File: src/rtl/inst_fetch_seq.sv
// Read-side sequencer for a synchronous instruction ROM with valid/ready handoff to the decoder.
// Optional HALT detection of an all-ones ROM word is enabled by defining INST_FETCH_HALT_DETECT_EN.
module inst_fetch_seq #(
  parameter int width    = 9,
  parameter int depth    = 32,
  parameter int addrBits = 5
) (
  input  logic                clk,
  input  logic                reset,
  input  logic                start,
  output logic [addrBits-1:0] ROM_ADDRESS,
  input  logic [0:width-1]    ROM_DATAIN,
  output logic [width-1:0]    INST,
  output logic                inst_valid,
  input  logic                inst_ready,
  input  logic                jump_en,
  input  logic [addrBits-1:0] jump_addr,
  output logic                busy,
  output logic                done,
  output logic                err
);

  typedef enum logic [2:0] {
    S_IDLE,
    S_ADDR,
    S_CAP,
    S_PRESENT,
    S_DONE
  } state_t;

  localparam logic [addrBits-1:0] LAST_PC   = addrBits'(depth - 1);
  localparam logic [addrBits:0]   DEPTH_EXT = (addrBits + 1)'(depth);

  state_t              state_q, state_d;
  logic [addrBits-1:0] pc_q, pc_d;
  logic [width-1:0]    inst_q, inst_d;
  logic                valid_q, valid_d;
  logic                busy_q, busy_d;
  logic                done_q, done_d;
  logic                err_q, err_d;
  logic                jump_in_range;

  // Zero-extend so a target equal to 2^addrBits-1 still compares correctly when depth is a power of two.
  assign jump_in_range = ({1'b0, jump_addr} < DEPTH_EXT);

  always_comb begin
    // NOTE: every _d takes its held value first so no path through the case can infer a latch.
    state_d = state_q;
    pc_d    = pc_q;
    inst_d  = inst_q;
    valid_d = valid_q;
    busy_d  = busy_q;
    done_d  = done_q;
    err_d   = err_q;

    case (state_q)
      S_IDLE, S_DONE: begin
        if (start) begin
          state_d = S_ADDR;
          pc_d    = '0;
          busy_d  = 1'b1;
          done_d  = 1'b0;
          err_d   = 1'b0;
        end
      end

      S_ADDR: state_d = S_CAP;

      S_CAP: begin
`ifdef INST_FETCH_HALT_DETECT_EN
        if (&ROM_DATAIN) begin
          state_d = S_DONE;
          busy_d  = 1'b0;
          done_d  = 1'b1;
        end else begin
          inst_d  = ROM_DATAIN;
          valid_d = 1'b1;
          state_d = S_PRESENT;
        end
`else
        // Positional copy: ROM_DATAIN[0] lands on INST[width-1].
        inst_d  = ROM_DATAIN;
        valid_d = 1'b1;
        state_d = S_PRESENT;
`endif
      end

      S_PRESENT: begin
        if (inst_ready) begin
          valid_d = 1'b0;
          if (jump_en && jump_in_range) begin
            pc_d    = jump_addr;
            state_d = S_ADDR;
          end else if (jump_en) begin
            err_d   = 1'b1;
            done_d  = 1'b1;
            busy_d  = 1'b0;
            state_d = S_DONE;
          end else if (pc_q == LAST_PC) begin
            done_d  = 1'b1;
            busy_d  = 1'b0;
            state_d = S_DONE;
          end else begin
            pc_d    = pc_q + 1'b1;
            state_d = S_ADDR;
          end
        end
      end

      default: state_d = S_IDLE;
    endcase
  end

  always_ff @(posedge clk) begin
    // NOTE: sequential state uses non-blocking assignments so every register samples pre-edge values.
    if (reset) begin
      state_q <= S_IDLE;
      pc_q    <= '0;
      inst_q  <= '0;
      valid_q <= 1'b0;
      busy_q  <= 1'b0;
      done_q  <= 1'b0;
      err_q   <= 1'b0;
    end else begin
      state_q <= state_d;
      pc_q    <= pc_d;
      inst_q  <= inst_d;
      valid_q <= valid_d;
      busy_q  <= busy_d;
      done_q  <= done_d;
      err_q   <= err_d;
    end
  end

  assign ROM_ADDRESS = pc_q;
  assign INST        = inst_q;
  assign inst_valid  = valid_q;
  assign busy        = busy_q;
  assign done        = done_q;
  assign err         = err_q;

endmodule

File: config.mk
export PLATFORM = sky130hd
export DESIGN_NAME = inst_fetch_seq
export DESIGN_NICKNAME = d
export VERILOG_FILES = /design/src/rtl/inst_fetch_seq.sv
export SDC_FILE = /design/constraint.sdc
export NUM_CORES = 1
export LEC_CHECK = 0
export CAP_MARGIN = 25
export CORE_UTILIZATION = 40
export CTS_BUF_LIST = sky130_fd_sc_hd__clkbuf_4
export CTS_CLUSTER_DIAMETER = 30
export DETAILED_ROUTE_END_ITERATION = 8
export GPL_ROUTABILITY_DRIVEN = 0
export PLACE_DENSITY = 0.85
export SKIP_CTS_REPAIR_TIMING = 1
export SLEW_MARGIN = 10
export SYNTH_ARGS = -nofsm -noshare
export SYNTH_HDL_FRONTEND = slang
export SYNTH_SLANG_ARGS = --single-unit
File: constraint.sdc
create_clock -name clk -period 2 [get_ports clk]
set_input_delay 0.4 -clock clk [delete_from_list [all_inputs] [get_ports clk]]
set_output_delay 0.4 -clock clk [all_outputs]
set_load 0.01 [all_outputs]
==> results.toml <==
[status]
status = "finished, final reports clean"

[drt]
num_vias = 837
vias_per_cell = 5.07
drt_iter0_drc = 16
first_pass_iters = 4
drc = 0
drt-total-wl_mm = 2.21
wire_per_inst_um = 13.4
drt.antenna.violating_nets = 0

[yosys]
synth_async_sr_flop_share_pct = 0
synth_seq_cells = 20
synthAdderAreaFrac_pct = 2.71
avgSynthCellArea_sq_um = 9.42
synth_top_family_by_area = "simple AND/OR/NAND/NOR gates"
synth_ff_type = "dfxtp_1"
syn_area_sq_um = 923
synth-xor-area-share_pct = 0.949
synth_edf_count = 0
syn_inst = 98
synth_mux_area_share_pct = 11.9
synth.distinct_cells = 29
ys.warnings.count = 0
synth_nets = 119
synth_seq_area_share_pct = 43.4
synth-compound-area-share_pct = 12.5
yosys.area_share.simple_pct = 23.7

[min_path]
hold-path-endpoint = "done$_SDFFE_PP0P_"
hold_path_depth = 2
hp-start = "done$_SDFFE_PP0P_"
holdCritPathClass = "register to register"

[critical_path]
setup.worst_path.end_class = "register"
startpoint = "ROM_ADDRESS[0]$_SDFFE_PP0P_"
path_max_fanout = 7
cp_data_required_time_ps = 2240
critPathArrivalTime_ps = 2110
r2r_cells = 7
critPathKind = "register to register"
timing.rr.end = "ROM_ADDRESS[0]$_SDFFE_PP0P_"
timing.rr.start = "ROM_ADDRESS[0]$_SDFFE_PP0P_"
rrSetupSlack_ps = 130
start_kind = "register"

[sta]
fin_setup_tns_ps = 0
finalSetupViolations = 0
finalCriticalPeriod_ps = 1870
grt_setup_unrepaired = "false"
finalHoldViolations = 0
max_freq_ghz = 0.536
clock_skew_ps = 5.92
setup_slack_ps = 134
finalCritPeriodShare_pct = 93.3
slew_violations = 0

[floorplanning]
core_sq_um = 2190
ios = 37
die_h_um = 50.0
start_util_pct = 42.1
die_w_um = 50.0
num_rows = 17
die_area_sq_um = 2500

[power]
power_density_nw_per_um2 = 698
power_leakage_nw = 0.519
seq_power_share_pct = 46.3
pwr-share-comb_pct = 19.0
p_clk_share_pct = 34.7
vdd_drop_max_v = 0.000480
p_int_w = 0.000726
swShare_pct = 23.8
p_sw_w = 0.000227

[placement]
io_buffers = 35
dp_cells = 161
placed_area_sq_um = 1310
dp_slack_ps = -22.1
place_hpwl_mm = 1.68

[clock_network]
numCtsBuffers = 3
cts_tree = "done"
insertion_delay_ps = 300
path_clk_slew_ps = 120
cts-htree-levels = 1
cts.path.max_buffers = 2
cts.sinks = 20
root_buffer = "clkbuf_4"

[grt]
grt_max_degree = 13
grt_pass1_vias = 885
grt_antenna_before_repair = 0
track_usage_pct = 19.5
grt-ovfl-total = 0
grt_pass1_wl_mm = 3.65

[layout]
finalNetCount = 159
final_cells = 165
utilization_pct = 62.4
final_cell_area_sq_um = 1370
areaGrowthSynthToFinish_pct = 48.0
final_common_cell = "clkdlybuf4s50_1"
num_antenna_cells = 0
drive_above_1_share_pct = 12.4
final_cell_mix = "clkdlybuf4s50_1 (35), dfxtp_1 (20), nor2_1 (17), mux2i_1 (11), a21oi_1 (9)"

[run]
maxCapViolCount = 0
## Yosys cell counts (2+ instances only)
| cell | instances | area, sq um |
|---|---|---|
| nor2_1 | 17 | 63.8 |
| buf_6 | 2 | 22.5 |
| or3_1 | 3 | 18.8 |
| mux2i_1 | 11 | 110 |
| a21oi_1 | 9 | 45.0 |
| ha_1 | 2 | 25.0 |
| nand3_1 | 2 | 10.0 |
| clkbuf_1 | 2 | 7.51 |
| and2b_2 | 2 | 17.5 |
| dfxtp_1 | 20 | 400 |
| nand3b_1 | 2 | 15.0 |
| o21ai_0 | 3 | 15.0 |
| nand2_1 | 7 | 26.3 |
## critical path, stage by stage, from the launching register on
cell and delay [ps]:
dfxtp_1 340, ha_1 220, and3_1 190, ha_1 220
nand2b_4 100, a41oi_4 160, or4_1 430, a21oi_1 150
## cell families (layout without fill, tap and decap cells)
group                    Yosys count  after routing
AND/OR/NAND/NOR                   41             41
adder cells (fa/ha/maj)            2              2
AO/OA/AOI/OAI                     16             16
buffers and inverters              6             45
XOR/XNOR                           1              1
flip-flops                        20             20
other                              1              1
multiplexers                      11             11
## through the flow
stage / hold slack (ps) / power [W]
6_report: 472 / 0.000953
5_1_grt: 508 / 0.000995
4_1_cts: 474 / 0.000958
3_5_place_dp: 458 / 0.000628
3_3_place_gp: 450 / 0.000623
2_1_floorplan: 442 / 0.000542
## area by class of cell
cell class	instances	area, sq um
tap	28	35.0
clock inverter	1	30.0
clock buffer	3	22.5
multi-input combinational	72	487
timing repair buffer	40	388
sequential	20	400
inverter	1	3.75
fill	198	825
## state kept, by name, summed over array words and instances (netlist names)
register	cells
INST	9
busy	1
ROM_ADDRESS	5
inst_valid	1
done	1
state_q	3
## worst max-delay path by stage
stage	cells past startpoint	slack (ps)	endpoint
CTS	7	10	ROM_ADDRESS[0]$_SDFFE_PP0P_
floorplan	7	100	ROM_ADDRESS[0]$_SDFFE_PP0P_
global placement	5	50	ROM_ADDRESS[0]$_SDFFE_PP0P_
finish	7	130	ROM_ADDRESS[0]$_SDFFE_PP0P_
global route	7	40	ROM_ADDRESS[0]$_SDFFE_PP0P_
detailed placement	5	-20	ROM_ADDRESS[0]$_SDFFE_PP0P_
## per-layer routing
| layer | part of all wire, % | routed length, um | GRT usage, % | vias up |
|---|---|---|---|---|
| li1 | - | - | - | 417 |
| met1 | 41 | 916 | 20.1 | 392 |
| met2 | 52 | 1150 | 36.4 | 26 |
| met3 | 5.7 | 125 | 3.70 | 2 |
| met4 | 0.68 | 15 | 10.0 | 0 |
| met5 | 0 | 0 | 0 | - |
## power by group through the flow
stage	Sequential (W)	Combinational (W)	Clock (W)
6_report	0.000441	0.000181	0.000331
5_1_grt	0.000444	0.000198	0.000354
4_1_cts	0.000441	0.000182	0.000336
3_5_place_dp	0.000448	0.000180	0
3_3_place_gp	0.000447	0.000176	0
2_1_floorplan	0.000449	0.0000923	0
No activity file was read; power rests on OpenSTA's default activity.
